## config.mk

```make
export PLATFORM = sky130hd
export DESIGN_NAME = spram_chan_arbiter
export DESIGN_NICKNAME = d
export VERILOG_FILES = /design/src/rtl/spram_arb_pkg.sv /design/src/rtl/spram_arb_tag_fifo.sv /design/src/rtl/spram_chan_arbiter.sv
export SDC_FILE = /design/constraint.sdc
export NUM_CORES = 1
export LEC_CHECK = 0
export ABC_AREA = 1
export ABC_CLOCK_PERIOD_IN_PS = 3600
export CAP_MARGIN = 20
export CORE_MARGIN = 2
export CORE_UTILIZATION = 35
export CTS_BUF_LIST = sky130_fd_sc_hd__clkbuf_2 sky130_fd_sc_hd__clkbuf_4 sky130_fd_sc_hd__clkbuf_8
export CTS_CLUSTER_SIZE = 20
export DETAILED_ROUTE_END_ITERATION = 16
export PLACE_DENSITY_LB_ADDON = 0.15
export SYNTH_ARGS = -nofsm -noshare
export SYNTH_HDL_FRONTEND = slang
export SYNTH_SLANG_ARGS = --single-unit
```

## constraint.sdc

```tcl
create_clock -name clk -period 3.6 [get_ports clk]
set_clock_uncertainty 0.05 [all_clocks]
set_input_delay 1.08 -clock clk [delete_from_list [all_inputs] [get_ports clk]]
set_output_delay 1.08 -clock clk [all_outputs]
set_load 0.03 [all_outputs]
```

## src/rtl/spram_arb_pkg.sv

```systemverilog
// Shared definitions for the single-port channel RAM arbiter: request field
// positions, transaction kind encoding and the in-order tag layout.
package spram_arb_pkg;

  localparam int unsigned DataLsb = 0;

  function automatic int unsigned addr_lsb(input int unsigned dw);
    return dw;
  endfunction

  function automatic int unsigned re_bit(input int unsigned aw, input int unsigned dw);
    return aw + dw;
  endfunction

  function automatic int unsigned we_bit(input int unsigned aw, input int unsigned dw);
    return aw + dw + 1;
  endfunction

  typedef enum logic {
    KindRead  = 1'b0,
    KindWrite = 1'b1
  } kind_e;

  typedef struct packed {
    logic  id;
    kind_e kind;
  } tag_t;

endpackage

```

## src/rtl/spram_arb_tag_fifo.sv

```systemverilog
// In-order FIFO of outstanding transaction tags; the caller never pushes when
// full nor pops when empty.
module spram_arb_tag_fifo
  import spram_arb_pkg::*;
#(
  parameter int unsigned Depth = 4
) (
  input  logic                     clk_i,
  input  logic                     rst_ni,
  input  logic                     push_i,
  input  logic                     pop_i,
  input  tag_t                     wdata_i,
  output tag_t                     rdata_o,
  output logic                     full_o,
  output logic                     empty_o,
  output logic [$clog2(Depth):0]   count_o
);

  localparam int unsigned PtrW = $clog2(Depth);
  localparam int unsigned CntW = PtrW + 1;

  tag_t            mem_q [Depth];
  logic [PtrW-1:0] wr_ptr_q, rd_ptr_q;
  logic [CntW-1:0] count_q, count_d;

  always_comb begin
    count_d = count_q;
    unique case ({push_i, pop_i})
      2'b10:   count_d = count_q + 1'b1;
      2'b01:   count_d = count_q - 1'b1;
      default: count_d = count_q;
    endcase
  end

  always_ff @(posedge clk_i) begin
    if (!rst_ni) begin
      wr_ptr_q <= '0;
      rd_ptr_q <= '0;
      count_q  <= '0;
    end else begin
      if (push_i) wr_ptr_q <= wr_ptr_q + 1'b1;
      if (pop_i)  rd_ptr_q <= rd_ptr_q + 1'b1;
      count_q <= count_d;
    end
  end

  // Storage needs no reset: entries are only read below count_q.
  always_ff @(posedge clk_i) begin
    if (push_i) mem_q[wr_ptr_q] <= wdata_i;
  end

  assign rdata_o = mem_q[rd_ptr_q];
  assign full_o  = (count_q == CntW'(Depth));
  assign empty_o = (count_q == '0);
  assign count_o = count_q;

endmodule

```

## src/rtl/spram_chan_arbiter.sv

```systemverilog
// Shares one single-port channel RAM between two requesters: round-robin grant
// with locking under backpressure, responses routed back in issue order.
module spram_chan_arbiter
  import spram_arb_pkg::*;
#(
  parameter int unsigned DATA_WIDTH = 8,
  parameter int unsigned ADDR_WIDTH = 16,
  parameter int unsigned TAG_DEPTH  = 4
) (
  input  logic                             clk,
  input  logic                             rst,
  input  logic [ADDR_WIDTH+DATA_WIDTH+1:0] s0_req_data,
  input  logic                             s0_req_vld,
  output logic                             s0_req_rdy,
  output logic [DATA_WIDTH-1:0]            s0_resp_data,
  output logic                             s0_resp_vld,
  input  logic                             s0_resp_rdy,
  output logic                             s0_wr_comp_vld,
  input  logic                             s0_wr_comp_rdy,
  input  logic [ADDR_WIDTH+DATA_WIDTH+1:0] s1_req_data,
  input  logic                             s1_req_vld,
  output logic                             s1_req_rdy,
  output logic [DATA_WIDTH-1:0]            s1_resp_data,
  output logic                             s1_resp_vld,
  input  logic                             s1_resp_rdy,
  output logic                             s1_wr_comp_vld,
  input  logic                             s1_wr_comp_rdy,
  output logic [ADDR_WIDTH+DATA_WIDTH+1:0] m_req_data,
  output logic                             m_req_vld,
  input  logic                             m_req_rdy,
  input  logic [DATA_WIDTH-1:0]            m_resp_data,
  input  logic                             m_resp_vld,
  output logic                             m_resp_rdy,
  input  logic                             m_wr_comp_vld,
  output logic                             m_wr_comp_rdy
);

  localparam int unsigned WeBit = we_bit(ADDR_WIDTH, DATA_WIDTH);
  localparam int unsigned CntW  = $clog2(TAG_DEPTH) + 1;

  logic            rr_ptr_q, rr_ptr_d;
  logic            lock_vld_q, lock_vld_d;
  logic            lock_id_q, lock_id_d;
  logic            sel, sel_vld, not_full, accept, pop;
  logic            full, empty;
  logic [CntW-1:0] count;
  tag_t            push_tag, head;

  // Selection: a locked grant overrides round-robin.
  always_comb begin
    sel     = rr_ptr_q;
    sel_vld = 1'b0;
    if (lock_vld_q) begin
      sel     = lock_id_q;
      sel_vld = lock_id_q ? s1_req_vld : s0_req_vld;
    end else begin
      case ({s1_req_vld, s0_req_vld})
        2'b01: begin
          sel     = 1'b0;
          sel_vld = 1'b1;
        end
        2'b10: begin
          sel     = 1'b1;
          sel_vld = 1'b1;
        end
        2'b11: begin
          sel     = rr_ptr_q;
          sel_vld = 1'b1;
        end
        default: ;
      endcase
    end
  end

  assign not_full   = (count < CntW'(TAG_DEPTH));
  assign m_req_vld  = sel_vld & not_full;
  assign m_req_data = sel ? s1_req_data : s0_req_data;
  assign s0_req_rdy = m_req_rdy & not_full & ~sel;
  assign s1_req_rdy = m_req_rdy & not_full & sel;
  assign accept     = m_req_vld & m_req_rdy;

  assign push_tag = '{id: sel, kind: kind_e'(m_req_data[WeBit])};

  always_comb begin
    rr_ptr_d   = rr_ptr_q;
    lock_vld_d = lock_vld_q;
    lock_id_d  = lock_id_q;
    if (accept) begin
      rr_ptr_d   = ~sel;
      lock_vld_d = 1'b0;
    end else if (m_req_vld) begin
      // Stalled by the RAM: pin the grant so the presented request stays stable.
      lock_vld_d = 1'b1;
      lock_id_d  = sel;
    end
  end

  always_ff @(posedge clk) begin
    if (!rst) begin
      rr_ptr_q   <= 1'b0;
      lock_vld_q <= 1'b0;
      lock_id_q  <= 1'b0;
    end else begin
      rr_ptr_q   <= rr_ptr_d;
      lock_vld_q <= lock_vld_d;
      lock_id_q  <= lock_id_d;
    end
  end

  spram_arb_tag_fifo #(
    .Depth (TAG_DEPTH)
  ) u_tag_fifo (
    .clk_i   (clk),
    .rst_ni  (rst),
    .push_i  (accept),
    .pop_i   (pop),
    .wdata_i (push_tag),
    .rdata_o (head),
    .full_o  (full),
    .empty_o (empty),
    .count_o (count)
  );

  // Responses not matching the head tag's kind see rdy=0 and wait.
  always_comb begin
    s0_resp_vld    = 1'b0;
    s1_resp_vld    = 1'b0;
    s0_resp_data   = '0;
    s1_resp_data   = '0;
    s0_wr_comp_vld = 1'b0;
    s1_wr_comp_vld = 1'b0;
    m_resp_rdy     = 1'b0;
    m_wr_comp_rdy  = 1'b0;
    if (!empty) begin
      if (head.kind == KindRead) begin
        if (head.id) begin
          s1_resp_vld  = m_resp_vld;
          s1_resp_data = m_resp_data;
          m_resp_rdy   = s1_resp_rdy;
        end else begin
          s0_resp_vld  = m_resp_vld;
          s0_resp_data = m_resp_data;
          m_resp_rdy   = s0_resp_rdy;
        end
      end else begin
        if (head.id) begin
          s1_wr_comp_vld = m_wr_comp_vld;
          m_wr_comp_rdy  = s1_wr_comp_rdy;
        end else begin
          s0_wr_comp_vld = m_wr_comp_vld;
          m_wr_comp_rdy  = s0_wr_comp_rdy;
        end
      end
    end
  end

  assign pop = (m_resp_vld & m_resp_rdy) | (m_wr_comp_vld & m_wr_comp_rdy);

  a_full_consistent: assert property (@(posedge clk) disable iff (!rst)
    full == (count == CntW'(TAG_DEPTH)));

endmodule

```

# After elaboration in Yosys (flattened, before gate mapping)
# Memory sizes are Yosys's and may differ from the RTL's. A register that Yosys moved wholly into a read port is not among the register bits.
# Index checks and enable logic that the tools add are counted.
[op_classes] add_sub_neg=4 order_cmp=1 eq_ne=5 mux=35 bitwise_logic=11 reduce_logical=5
[ops] op="2-to-1 mux 8 bit" count=6
[ops] op="2-to-1 mux 26 bit" count=1
[ops] op="2-to-1 mux 1 bit" count=24
[ops] op="AND 1 bit" count=7
[ops] op="equality test 2 bit (second input constant)" count=3
[ops] op="case mux 3 bit (2 select lines)" count=1
[ops] op="adder 2 x 1 -> 2 bit (second input constant)" count=2
[ops] op="equality test 2 x 1 -> 1 bit (second input constant)" count=2
[ops] op="2-to-1 mux 2 bit" count=2
[ops] op="adder 3 x 1 -> 3 bit (second input constant)" count=1
[ops] op="logical NOT 3 bit" count=1
[ops] op="< comparator 3 bit (second input constant)" count=1
[ops] op="inverter 1 bit" count=3
[ops] op="OR reduction 3 bit" count=1
[ops] op="subtractor 3 x 1 -> 3 bit (second input constant)" count=1
[ops] op="case mux 1 bit (2 select lines)" count=1
[ops] op="AND reduction 2 bit" count=1
[ops] op="nonzero test 2 bit" count=1
[ops] op="OR reduction 2 bit" count=1
[ops] op="bitwise OR 1 bit" count=1
[word_totals] ff_bits=10 ramBits=8 out_inout_bits=51 n_memories=1
[mem_list] memory="u_tag_fifo.mem_q" words=4 width=2 read_ports=1 rd_ports_with_merged_regs=1 write_ports=1 line_no="spram_arb_tag_fifo.sv:22" text="tag_t mem_q [Depth];"

# Depth between registers and ports, before layout
[logic_depth] ltp_word=8 depth_mapped=15 ltp_nobuf=15

# By module
# From an unflattened synthesis, not the netlist that was laid out.
[hier_totals] hier_cells=244 hier_area_um2=1529.0
[modules_own_cells] mod="spram_chan_arbiter" instances=1 cells_each=167 area_each_um2=788.3 seq_area_each_um2=60.1
[modules_own_cells] mod="spram_arb_tag_fifo" instances=1 cells_each=77 area_each_um2=740.7 seq_area_each_um2=420.4

# Worst setup path before layout
# Ideal clock, no wire load.
[synth_path] path_type="input to output" from="input s0_req_vld" to="output s1_req_rdy" arrival_time_ps=2644 t_required_ps=2470 path_slack_ps=-174 path_stages=8 path_buffers=1 cell_sequence="inv_1 -> ha_1 -> o21ai_0 -> nand2_1 -> nand2_1 -> inv_2 -> clkbuf_1 -> nor3_1"
[synth_between] elab_chain_cells=4 elab_cells_between_ends=5 classes_between="eq/ne (2); mux (2); bitwise (1)"
[synth_lines] item="start, declared" line_no="spram_chan_arbiter.sv:13" text="input logic s0_req_vld,"
[synth_lines] item="equality test 2 bit / equality test 2 x 1 -> 1 bit (equally long branches)" line_no="spram_chan_arbiter.sv:57" text="case ({s1_req_vld, s0_req_vld})"
[synth_lines] item="case mux 1 bit (2 select lines) *" line_no="spram_chan_arbiter.sv:57"
[synth_lines] item="2-to-1 mux 1 bit *" line_no="spram_chan_arbiter.sv:53" text="if (lock_vld_q) begin"
[synth_lines] item="AND 1 bit *" line_no="spram_chan_arbiter.sv:79" text="assign s1_req_rdy = m_req_rdy & not_full & sel;"
[synth_lines] item="end, declared" line_no="spram_chan_arbiter.sv:22" text="output logic s1_req_rdy,"
# Every way passes the cells marked *; elsewhere a longest branch is shown, timed or not.

# Final worst setup path
[layout_path] from="input s0_req_vld" to="output m_req_data[5]"
[layout_between] elab_chain_cells=4 elab_cells_between_ends=5 classes_between="eq/ne (2); mux (3)"
[layout_lines] item="equality test 2 bit / equality test 2 x 1 -> 1 bit (equally long branches)" line_no="spram_chan_arbiter.sv:57"
[layout_lines] item="case mux 1 bit (2 select lines) *" line_no="spram_chan_arbiter.sv:57"
[layout_lines] item="2-to-1 mux 1 bit *" line_no="spram_chan_arbiter.sv:53"
[layout_lines] item="2-to-1 mux 26 bit *" line_no="spram_chan_arbiter.sv:77" text="assign m_req_data = sel ? s1_req_data : s0_req_data;"
[layout_lines] item="end, declared" line_no="spram_chan_arbiter.sv:28" text="output logic [ADDR_WIDTH+DATA_WIDTH+1:0] m_req_data,"
# Marks and branches as above.

==> flow_metrics.env <==
export IMPL_status="completed"
export IMPL_diodes=0
export IMPL_gp_congestion=0.771
export IMPL_syn_inst=257
export IMPL_vias=1970
export IMPL_p_per_area_nw_per_um2=678
export IMPL_cts_inserted_buffers=3
export IMPL_wl_per_cell_um=11.8
export IMPL_port_buffers=121
export IMPL_via_per_inst=4.50
export IMPL_htreeDepth=1
export IMPL_vdd_drop_max_mv=0.269
export IMPL_reg2reg_to="u_tag_fifo.count_o[2]"
export IMPL_period_needed_ns=3.48
export IMPL_relSlewSlack=0.779
export IMPL_cts_tree="done"
export IMPL_rrSetupSlack_ns=1.08
export IMPL_drc=0
export IMPL_maxSlewViolCount=0
export IMPL_mappedNetlistArea_um2=1640
export IMPL_path_common_cell="nand2_1"
export IMPL_hold_path_class="reg2reg"
export IMPL_yosysTopAreaCell="nand2_1"
export IMPL_placed_cells=428
export IMPL_drt_iter0_markers=50
export IMPL_num_rows=24
export IMPL_final_nets=466
export IMPL_grt_pass1_wl_mm=8.22
export IMPL_grt_total_usage=0.194
export IMPL_crit_path_end_kind="output port"
export IMPL_antenna_found_initial=0
export IMPL_overflow=0
export IMPL_root_buffer="clkbuf_8"
export IMPL_grt_pass1_vias=1913
export IMPL_path_cells="buf_2 > inv_2 > buf_4 > ha_1 > nand2_1 > o21ai_1 > nand2_1 > nand2_2 > buf_6 > buf_12 > nand2_1 > nand2_1 > buf_6"
export IMPL_hold_viol=0
export IMPL_p_switching_w=0.00106
export IMPL_yosysUniqueCellTypes=27
export IMPL_leakagePower_nw=1.56
export IMPL_worstSetupStartpointType="input pin"
export IMPL_min_path_cells=2
export IMPL_cp_slowest_stage_delay_ns=0.18
export IMPL_cp_max_fo=16
export IMPL_firstDrtPassIters=4
export IMPL_min_from="rr_ptr_q"
export IMPL_max_cap_viol_count=0
export IMPL_die_area_um2=5250
export IMPL_clock_sinks=20
export IMPL_yosys_warnings=0
export IMPL_synthTopCellsByArea="nand2_1 24%, dfxtp_1 15%, edfxtp_1 15%"
export IMPL_worstMarginPinSlew_ns=0.331
export IMPL_worst_r2r_cell_count=14
export IMPL_swShare=0.501
export IMPL_synth_top_cell_area_share=0.236
export IMPL_ys_seq_area_frac=0.293
export IMPL_r2r_start="u_tag_fifo.count_o[2]"
export IMPL_core_um2=4440
export IMPL_dp_hpwl_mm=3.90
export IMPL_cts_max_path_buffers=2
export IMPL_area_growth_pct=90.5
export IMPL_ant_nets=0
export IMPL_power_total_w=0.00212
export IMPL_combPwrFrac=0.733
export IMPL_clk_pin_slew_ns=0.08
export IMPL_clock_latency_ns=0.26
export IMPL_routed_wl_mm=5.19
export IMPL_syn_num_nets=336
export IMPL_layout_cells_non_filler=438
export IMPL_power_frac_clock=0.105
export IMPL_rsz0062_at_grt="no"
export IMPL_io_pins=122
export IMPL_cp_required_ns=2.47
export IMPL_synth_avg_cell_area_um2=6.38
export IMPL_tns_ns=0
export IMPL_crit_type="in2out"
export IMPL_critPathArrivalTime_ns=2.35
export IMPL_layout_drive_gt1_share=0.262
export IMPL_dieWidth_um=72.5
export IMPL_worst_path_max_delay_cell="ha_1"
export IMPL_period_share=0.966
export IMPL_ys_seq_elements=20
export IMPL_p_int_w=0.00106
export IMPL_start_util=0.369
export IMPL_dieHeight_um=72.5
export IMPL_pwr_share_seq=0.162
export IMPL_setup_viol=0
export IMPL_finalWorstSetupSlack_ns=0.124
export IMPL_holdPathEnd="rr_ptr_q"
export IMPL_grt_max_degree=19
export IMPL_preCtsSetupSlack_ns=-0.331
export IMPL_fmax_mhz=288
-- per-layer routing --
metal	share of wire	vias up	GRT usage	routed length, um
met4	0.011	0	0.0617	55
li1	-	1057	-	-
met2	0.54	69	0.361	2810
met5	0	-	0	0
met1	0.37	840	0.210	1930
met3	0.075	4	0.0583	391
-- area by class of cell --
| class | instances | area, um^2 |
|---|---|---|
| Fill cell | 378 | 1320 |
| Multi-Input combinational cell | 187 | 1000 |
| Inverter | 41 | 159 |
| Clock inverter | 1 | 30.0 |
| Sequential cell | 20 | 480 |
| Timing Repair Buffer | 134 | 1350 |
| Tap cell | 52 | 65.1 |
| Clock buffer | 3 | 41.3 |
-- synthesized netlist by cell type, drive strengths merged --
cell type / count
a21oi: 12
inv: 41
nor2: 12
xor2: 1
o21ai: 9
nand2: 111
nand4: 1
o22ai: 1
buf: 7
nor3: 20
nand3: 11
dfxtp: 12
and3: 1
edfxtp: 8
clkbuf: 2
fa: 1
ha: 7
-- sequential cells by signal, summed over array words and instances, names as in the netlist, named ones only --
register / cells
lock_id_q: 1
lock_vld_q: 1
rr_ptr_q: 1
u_tag_fifo.count_o: 3
u_tag_fifo.mem_q: 8
u_tag_fifo.rd_ptr_q: 2
u_tag_fifo.wr_ptr_q: 2
-- per-stage QoR --
| step | hold WS, ns | utilization | cell area (um^2) |
|---|---|---|---|
| floorplan | 0.391 | - | 1650 |
| global placement | 0.429 | 0.636 | 2830 |
| detailed placement | 0.434 | 0.636 | 2830 |
| CTS | 0.453 | 0.685 | 3040 |
| global route | 0.491 | 0.703 | 3130 |
| finish | 0.453 | 0.703 | 3130 |
-- worst max path at each step --
stage                   start              end  cells after the start
2_1_floorplan      s0_req_vld       s1_req_rdy                      8
3_3_place_gp       s1_req_vld    m_req_data[6]                     11
3_5_place_dp       s0_req_vld    m_req_data[6]                     11
4_1_cts        m_resp_data[1]  s1_resp_data[1]                      4
5_1_grt            s1_req_vld   m_req_data[12]                     12
6_report           s0_req_vld    m_req_data[5]                     13
-- power groups by stage --
stage / combinational [W] / clock (W) / sequential, W
finish: 0.00155 / 0.000223 / 0.000343
global route: 0.00169 / 0.000235 / 0.000351
CTS: 0.00152 / 0.000225 / 0.000342
detailed placement: 0.00142 / 0 / 0.000347
global placement: 0.00140 / 0 / 0.000347
floorplan: 0.000951 / 0 / 0.000339
-- critical path: cells and delay by family --
kind / cells / cell delay (ns)
buffers and inverters: 6 / 0.70
and+or+nand+nor: 5 / 0.34
adders and majority gates: 1 / 0.18
AOI/OAI and AO/OA: 1 / 0.05
-- repair_timing --
action / CTS / global route
setup endpoints to repair: 28 / 30
buffers inserted: 1 / 2
pin swaps: 2 / 2
gates resized for setup: 29 / 20
gates cloned: 2 / 1
hold endpoints to repair: 0 / 0
hold buffers: 0 / 0
-- logic make-up after synthesis --
logic type | after synthesis | share of synthesized area
compound gates | 22 | 0.0702
xor+xnor | 1 | 0.00534
fa+ha+maj | 8 | 0.0656
buf+inv | 50 | 0.129
flops | 20 | 0.293
simple gates | 156 | 0.437
-- placed cells by master (no fill, tap or decap), types with 2 or more instances in the layout --
cell type	netlist	layout
buf_16	0	2
nor2_1	10	10
ha_1	7	6
buf_4	1	34
nand2_4	2	2
o21ai_0	9	8
dfxtp_1	12	12
nand2_2	6	15
a21oi_1	11	11
inv_4	1	2
nor2_4	2	2
dlymetal6s2s_1	0	2
nand3_2	3	3
nand3_1	7	7
edfxtp_1	8	8
clkbuf_8	0	3
buf_12	0	2
buf_6	0	23
inv_2	2	3
inv_1	38	36
nor3_1	20	18
clkdlybuf4s50_1	0	68
nand2_1	103	94
Power figures use the tool's default switching activity.
